<file path="src/rtl/ahb_apb_pkg.sv">
// rtl/ahb_apb_pkg.sv - shared state encoding and AHB transfer-type constants for the AHB-to-APB bridge
package ahb_apb_pkg;

    typedef enum logic [2:0] {
        ST_IDLE,
        ST_WDATA,
        ST_SETUP,
        ST_ACCESS,
        ST_ERR1,
        ST_ERR2
    } bridge_state_t;

    localparam logic [1:0] HTRANS_IDLE   = 2'b00;
    localparam logic [1:0] HTRANS_BUSY   = 2'b01;
    localparam logic [1:0] HTRANS_NONSEQ = 2'b10;
    localparam logic [1:0] HTRANS_SEQ    = 2'b11;

endpackage

</file>
<file path="src/rtl/apb_slave_decoder.sv">
// rtl/apb_slave_decoder.sv - slave index to one-hot APB select with decode-miss flag
module apb_slave_decoder #(
    parameter int NUM_SLAVES = 4,
    localparam int SEL_W = $clog2(NUM_SLAVES)
) (
    input  logic [SEL_W-1:0]      idx,
    output logic [NUM_SLAVES-1:0] sel,
    output logic                  miss
);

    always_comb begin
        sel  = '0;
        miss = 1'b1;
        for (int i = 0; i < NUM_SLAVES; i++) begin
            if (int'(idx) == i) begin
                sel[i] = 1'b1;
                miss   = 1'b0;
            end
        end
    end

endmodule

</file>
<file path="src/rtl/ahb_apb_bridge.sv">
// rtl/ahb_apb_bridge.sv - AHB-Lite slave to multi-slave APB master bridge with error and timeout handling
module ahb_apb_bridge
    import ahb_apb_pkg::*;
#(
    parameter int ADDR_W     = 32,
    parameter int DATA_W     = 32,
    parameter int NUM_SLAVES = 4,
    parameter int DEC_LSB    = 12,
    parameter int TIMEOUT    = 0
) (
    input  logic                         clk,
    input  logic                         preset,
    input  logic                         hsel,
    input  logic                         hwrite,
    input  logic                         hready_in,
    input  logic [1:0]                   htrans,
    input  logic [ADDR_W-1:0]            haddr,
    input  logic [DATA_W-1:0]            hwdata,
    output logic                         hreadyout,
    output logic                         hresp,
    output logic [DATA_W-1:0]            hrdata,
    output logic [NUM_SLAVES-1:0]        psel,
    output logic                         penable,
    output logic                         pwrite,
    output logic [ADDR_W-1:0]            paddr,
    output logic [DATA_W-1:0]            pwdata,
    input  logic [NUM_SLAVES*DATA_W-1:0] prdata,
    input  logic [NUM_SLAVES-1:0]        pready,
    input  logic [NUM_SLAVES-1:0]        pslverr
);

    localparam int SEL_W = $clog2(NUM_SLAVES);
    localparam int CNT_W = (TIMEOUT > 0) ? $clog2(TIMEOUT + 1) : 1;

    bridge_state_t         state, state_nxt;
    logic [NUM_SLAVES-1:0] sel_q, dec_sel;
    logic                  dec_miss;
    logic [CNT_W-1:0]      wait_cnt;
    logic                  valid, accept, sel_ready, sel_err, done, timeout_hit;
    logic [DATA_W-1:0]     sel_rdata;

    apb_slave_decoder #(.NUM_SLAVES(NUM_SLAVES)) u_dec (
        .idx  (haddr[DEC_LSB +: SEL_W]),
        .sel  (dec_sel),
        .miss (dec_miss)
    );

    assign valid = hsel && hready_in && !(htrans inside {HTRANS_IDLE, HTRANS_BUSY});

    // psel is one-hot and registered, so it masks out every non-selected slave
    assign sel_ready = |(pready & psel);
    assign sel_err   = |(pslverr & psel);
    assign done      = (state == ST_ACCESS) && sel_ready && !sel_err;
    assign accept    = valid && (state == ST_IDLE || state == ST_ERR2 || done);

    assign timeout_hit = (TIMEOUT != 0) && !sel_ready && (int'(wait_cnt) + 1 == TIMEOUT);

    always_comb begin
        sel_rdata = '0;
        for (int i = 0; i < NUM_SLAVES; i++) begin
            if (psel[i]) sel_rdata = sel_rdata | prdata[i*DATA_W +: DATA_W];
        end
    end

    always_comb begin
        state_nxt = state;
        hreadyout = 1'b1;
        hresp     = 1'b0;
        hrdata    = '0;
        unique case (state)
            ST_IDLE: ;
            ST_WDATA: begin
                hreadyout = 1'b0;
                state_nxt = ST_SETUP;
            end
            ST_SETUP: begin
                hreadyout = 1'b0;
                state_nxt = ST_ACCESS;
            end
            ST_ACCESS: begin
                hreadyout = done;
                if (done) begin
                    if (!pwrite) hrdata = sel_rdata;
                    state_nxt = ST_IDLE;
                end else if (sel_ready || timeout_hit) begin
                    state_nxt = ST_ERR1;
                end
            end
            ST_ERR1: begin
                hreadyout = 1'b0;
                hresp     = 1'b1;
                state_nxt = ST_ERR2;
            end
            ST_ERR2: begin
                hresp     = 1'b1;
                state_nxt = ST_IDLE;
            end
            default: state_nxt = ST_IDLE;
        endcase
        if (accept) state_nxt = dec_miss ? ST_ERR1 : (hwrite ? ST_WDATA : ST_SETUP);
    end

    always_ff @(posedge clk) begin
        if (preset) begin
            state    <= ST_IDLE;
            psel     <= '0;
            penable  <= 1'b0;
            pwrite   <= 1'b0;
            paddr    <= '0;
            pwdata   <= '0;
            sel_q    <= '0;
            wait_cnt <= '0;
        end else begin
            state   <= state_nxt;
            penable <= (state_nxt == ST_ACCESS);
            if (state_nxt == ST_SETUP || state_nxt == ST_ACCESS)
                psel <= accept ? dec_sel : sel_q;
            else
                psel <= '0;
            if (accept && !dec_miss) begin
                sel_q  <= dec_sel;
                paddr  <= haddr;
                pwrite <= hwrite;
            end
            if (state == ST_WDATA) pwdata <= hwdata;
            // saturates rather than wrapping so an unbounded wait never looks fresh
            if (state_nxt == ST_SETUP)
                wait_cnt <= '0;
            else if (state == ST_ACCESS && !sel_ready && wait_cnt != '1)
                wait_cnt <= wait_cnt + 1'b1;
        end
    end

endmodule

</file>
<file path="config.mk">
export PLATFORM = sky130hd
export DESIGN_NAME = ahb_apb_bridge
export DESIGN_NICKNAME = d
export VERILOG_FILES = /design/src/rtl/ahb_apb_pkg.sv /design/src/rtl/apb_slave_decoder.sv /design/src/rtl/ahb_apb_bridge.sv
export SDC_FILE = /design/constraint.sdc
export NUM_CORES = 1
export LEC_CHECK = 0
export CAP_MARGIN = 25
export CORE_ASPECT_RATIO = 2
export CORE_MARGIN = 10
export CORE_UTILIZATION = 36
export CTS_CLUSTER_DIAMETER = 150
export DETAILED_ROUTE_END_ITERATION = 12
export PLACE_DENSITY = 0.87
export SLEW_MARGIN = 40
export SYNTH_ARGS = -nofsm -noshare
export SYNTH_HDL_FRONTEND = slang
export SYNTH_SLANG_ARGS = --single-unit
export TNS_END_PERCENT = 20
</file>
<file path="constraint.sdc">
create_clock -name clk -period 3.4 [get_ports clk]
set_clock_uncertainty 0.1 [all_clocks]
set_input_delay 0.68 -clock clk [delete_from_list [all_inputs] [get_ports clk]]
set_output_delay 0.68 -clock clk [all_outputs]
set_load 0.005 [all_outputs]
</file>
==> flow_summary.yaml <==
synth:
  yosys.area.top_type_share: 0.392
  synth_top_area_cell: "dfxtp_1"
  syn_avg_cell_area_um2: 8.46
  yosysSeqAreaShare: 0.392
  synthCells: 465
  synth_area_um2: 3930
  ys_types: 31
  synth_area_leaders: "dfxtp_1 (39%), a22oi_1 (13%), nand2b_1 (11%), mux2i_1 (9.2%), a21oi_1 (8.4%)"
  synth_seq_cells: 77
  yosys_warnings: 0
  syn-num-nets: 672
sta:
  period_share: 0.983
  fin_setup_tns_ns: 0
  hold_viol_final: 0
  period_needed_ns: 3.34
  slew_viol_final: 0
  setup_viol: 0
  fmax_ghz: 0.299
  worstMarginPinSlew_ns: 0.654
  relSlewSlack: 0.564
  rsz0062_at_grt: "false"
power:
  power.leakage_uw: 0.00303
  netSwitchingFraction: 0.237
  pwr-share-clk: 0.381
  seqPwrFrac: 0.414
  ir_drop_mv: 0.389
  switchingPower_uw: 550
  power.total_uw: 2320
  p_per_area_nw_per_um2: 312
  p_comb_frac: 0.205
  p_int_uw: 1770
grt:
  grt_pass1_vias: 5037
  grt-ovfl-total: 0
  grt_max_degree: 40
  grt_first_pass_wirelength_um: 28100
  antenna_found_initial: 4
  grt_usage: 0.227
clocking:
  cts_tree: "built"
  clock_path_buffers: 2
  h-tree-depth: 3
  ctsHoldBuffers: 0
  clk_pin_slew_ns: 0.06
  cts_inserted_buffers: 9
  insertion_delay_ns: 0.33
  cts.sink_count: 77
  cts.root.buffer_cell: "clkbuf_16"
worst_setup_path:
  crit_path_max_fanout: 32
  cp_data_required_time_ns: 2.62
  cp_cell_sequence: "clkdlybuf4s50_1 -> a22o_1 -> a221oi_4 -> nand3b_1 -> buf_12 -> a21oi_1 -> clkdlybuf4s50_1"
  cpMostUsedCell: "clkdlybuf4s50_1"
  cp-end-kind: "primary output"
  slowest_delay_ns: 0.51
  path_delay_family: "buffers and inverters"
  critPathLaunchType: "primary input"
  arrival_ns: 2.56
  worstSetupPathType: "in2out"
  crit_path_top_delay_cell: "clkdlybuf4s50_1"
  critPathBufInv: 3
placement:
  placed_area_um2: 7080
  gp_congestion: 0.907
  dp_hpwl_um: 15600
  numPortBuffers: 309
drt:
  drc: 0
  wirelength_um: 19200
  dr_total_vias: 4799
  detail-route-antenna-nets: 0
  vias_per_cell: 5.33
  firstDrtPassIters: 5
  wl_per_cell_um: 21.3
  drt_iter0_markers: 166
final_layout:
  final_area_um2: 7440
  synthToLayoutAreaGrowth_pct: 89.2
  layout-drive-gt1-share: 0.0487
  nets: 962
  fillers: 853
  postLayoutCoreUtil: 0.688
floorplanning:
  initial_utilization: 0.364
  core_um2: 10800
  die_h_um: 168
  dieArea_um2: 15800
  ios: 311
  placementRows: 54
  die_w_um: 93.9
status:
  outcome: "finished clean"
flow_run:
  cap_viol_max_count: 0
hold_path:
  hp-class: "reg2reg"
==> sequential cells by signal, indices dropped and copies added (netlist names) <==
signal / flops
pwdata: 32
psel: 4
state: 3
penable: 1
paddr: 32
sel_q: 4
pwrite: 1
==> cell usage after synthesis <==
master	instances
dfxtp_1	77
nand2b_1	70
nand2_1	69
a21oi_1	66
a22oi_1	66
mux2i_1	36
clkbuf_1	34
nor2_1	8
buf_2	4
nand3b_1	4
o32ai_1	4
buf_12	3
nor3b_1	3
buf_6	2
inv_1	2
nor2b_1	2
a211o_1	1
a21boi_0	1
a221oi_4	1
a22o_1	1
a31o_1	1
a31oi_2	1
and2_1	1
and3_1	1
mux2_2	1
o21ai_0	1
o22ai_1	1
o2bb2ai_1	1
or3_1	1
or3b_2	1
xor2_1	1
==> stage by stage <==
| stage | hold WS, ns | instances | worst slack, ns |
|---|---|---|---|
| floorplan | 0.353 | 465 | 0.923 |
| global placement | 0.342 | 884 | 0.0400 |
| detailed placement | 0.346 | 884 | -0.000125 |
| CTS | 0.355 | 900 | 0.00267 |
| global route | 0.373 | 900 | 0.00243 |
| finish | 0.353 | 901 | 0.0575 |
==> final timing paths <==
path	startpoint	slack, ns	to	cells after the start
worst max-delay path	pslverr[0]	0.06	hrdata[19]	7
worst min-delay path	pwdata[31]	0.35	pwdata[31]	2
worst max register to register	psel[0]	1.36	paddr[16]	6
worst min register to register	pwdata[31]	0.35	pwdata[31]	2
==> what timing repair did <==
| action | in CTS | in global routing |
|---|---|---|
| pin swaps | 1 | 1 |
| resized for setup | 0 | 32 |
| setup endpoints to repair | 1 | 31 |
| setup buffers | 0 | 0 |
==> cell families (layout without fill, tap and decap cells) <==
logic type,after synthesis,after routing,share of synthesized area
compound gates,145,145,0.242
xor+xnor,1,1,0.00223
buf+inv,45,340,0.0605
flops,77,77,0.392
mux,37,37,0.0945
other cells,0,1,0
simple gates,160,160,0.208
==> cells in the final DEF (no fill, tap or decap), types with 3 or more instances in the layout <==
cell type / n
clkdlybuf4s50_1: 277
dfxtp_1: 77
nand2b_1: 70
nand2_1: 69
a22oi_1: 66
a21oi_1: 65
mux2i_1: 36
dlymetal6s2s_1: 31
buf_4: 12
clkbuf_16: 9
nor2_1: 8
nand3b_1: 4
o32ai_1: 4
clkinv_2: 3
==> worst reg2reg max path, stage by stage, from the launching register on <==
cell and delay [ns]:
dfxtp_1 0.37, a22o_1 0.29, a221oi_4 0.21, buf_4 0.17
a31o_2 0.19, buf_4 0.34, mux2i_1 0.28
==> layout make-up <==
cell class	instances	area (um^2)	area share
Timing Repair Buffer	322	3280	0.440
Multi-Input combinational cell	343	2160	0.291
Sequential cell	77	1540	0.207
Clock buffer	10	239	0.0321
Tap cell	140	175	0.0235
Clock inverter	6	38.8	0.00521
Inverter	2	7.51	0.00101
Antenna cell	1	2.50	0.000336
==> power by group through the flow <==
stage                     Sequential [uW]  Combinational (uW)  Clock [uW]
final                                 960                 476         886
after global routing                  965                 509         927
after CTS                             961                 478         903
after detailed placement              980                 475           0
after global placement                978                 463           0
after floorplan                       980                 132           0
==> metal layers <==
metal	part of all wire	routed length, um	GRT usage	vias to the layer above
met3	0.10	1980	0.0891	58
met5	0.00068	13	0	-
met2	0.51	9870	0.413	259
met4	0.045	862	0.118	2
met1	0.34	6460	0.206	2259
li1	-	-	-	2221
Note: power is estimated with default switching activity, not from simulation.
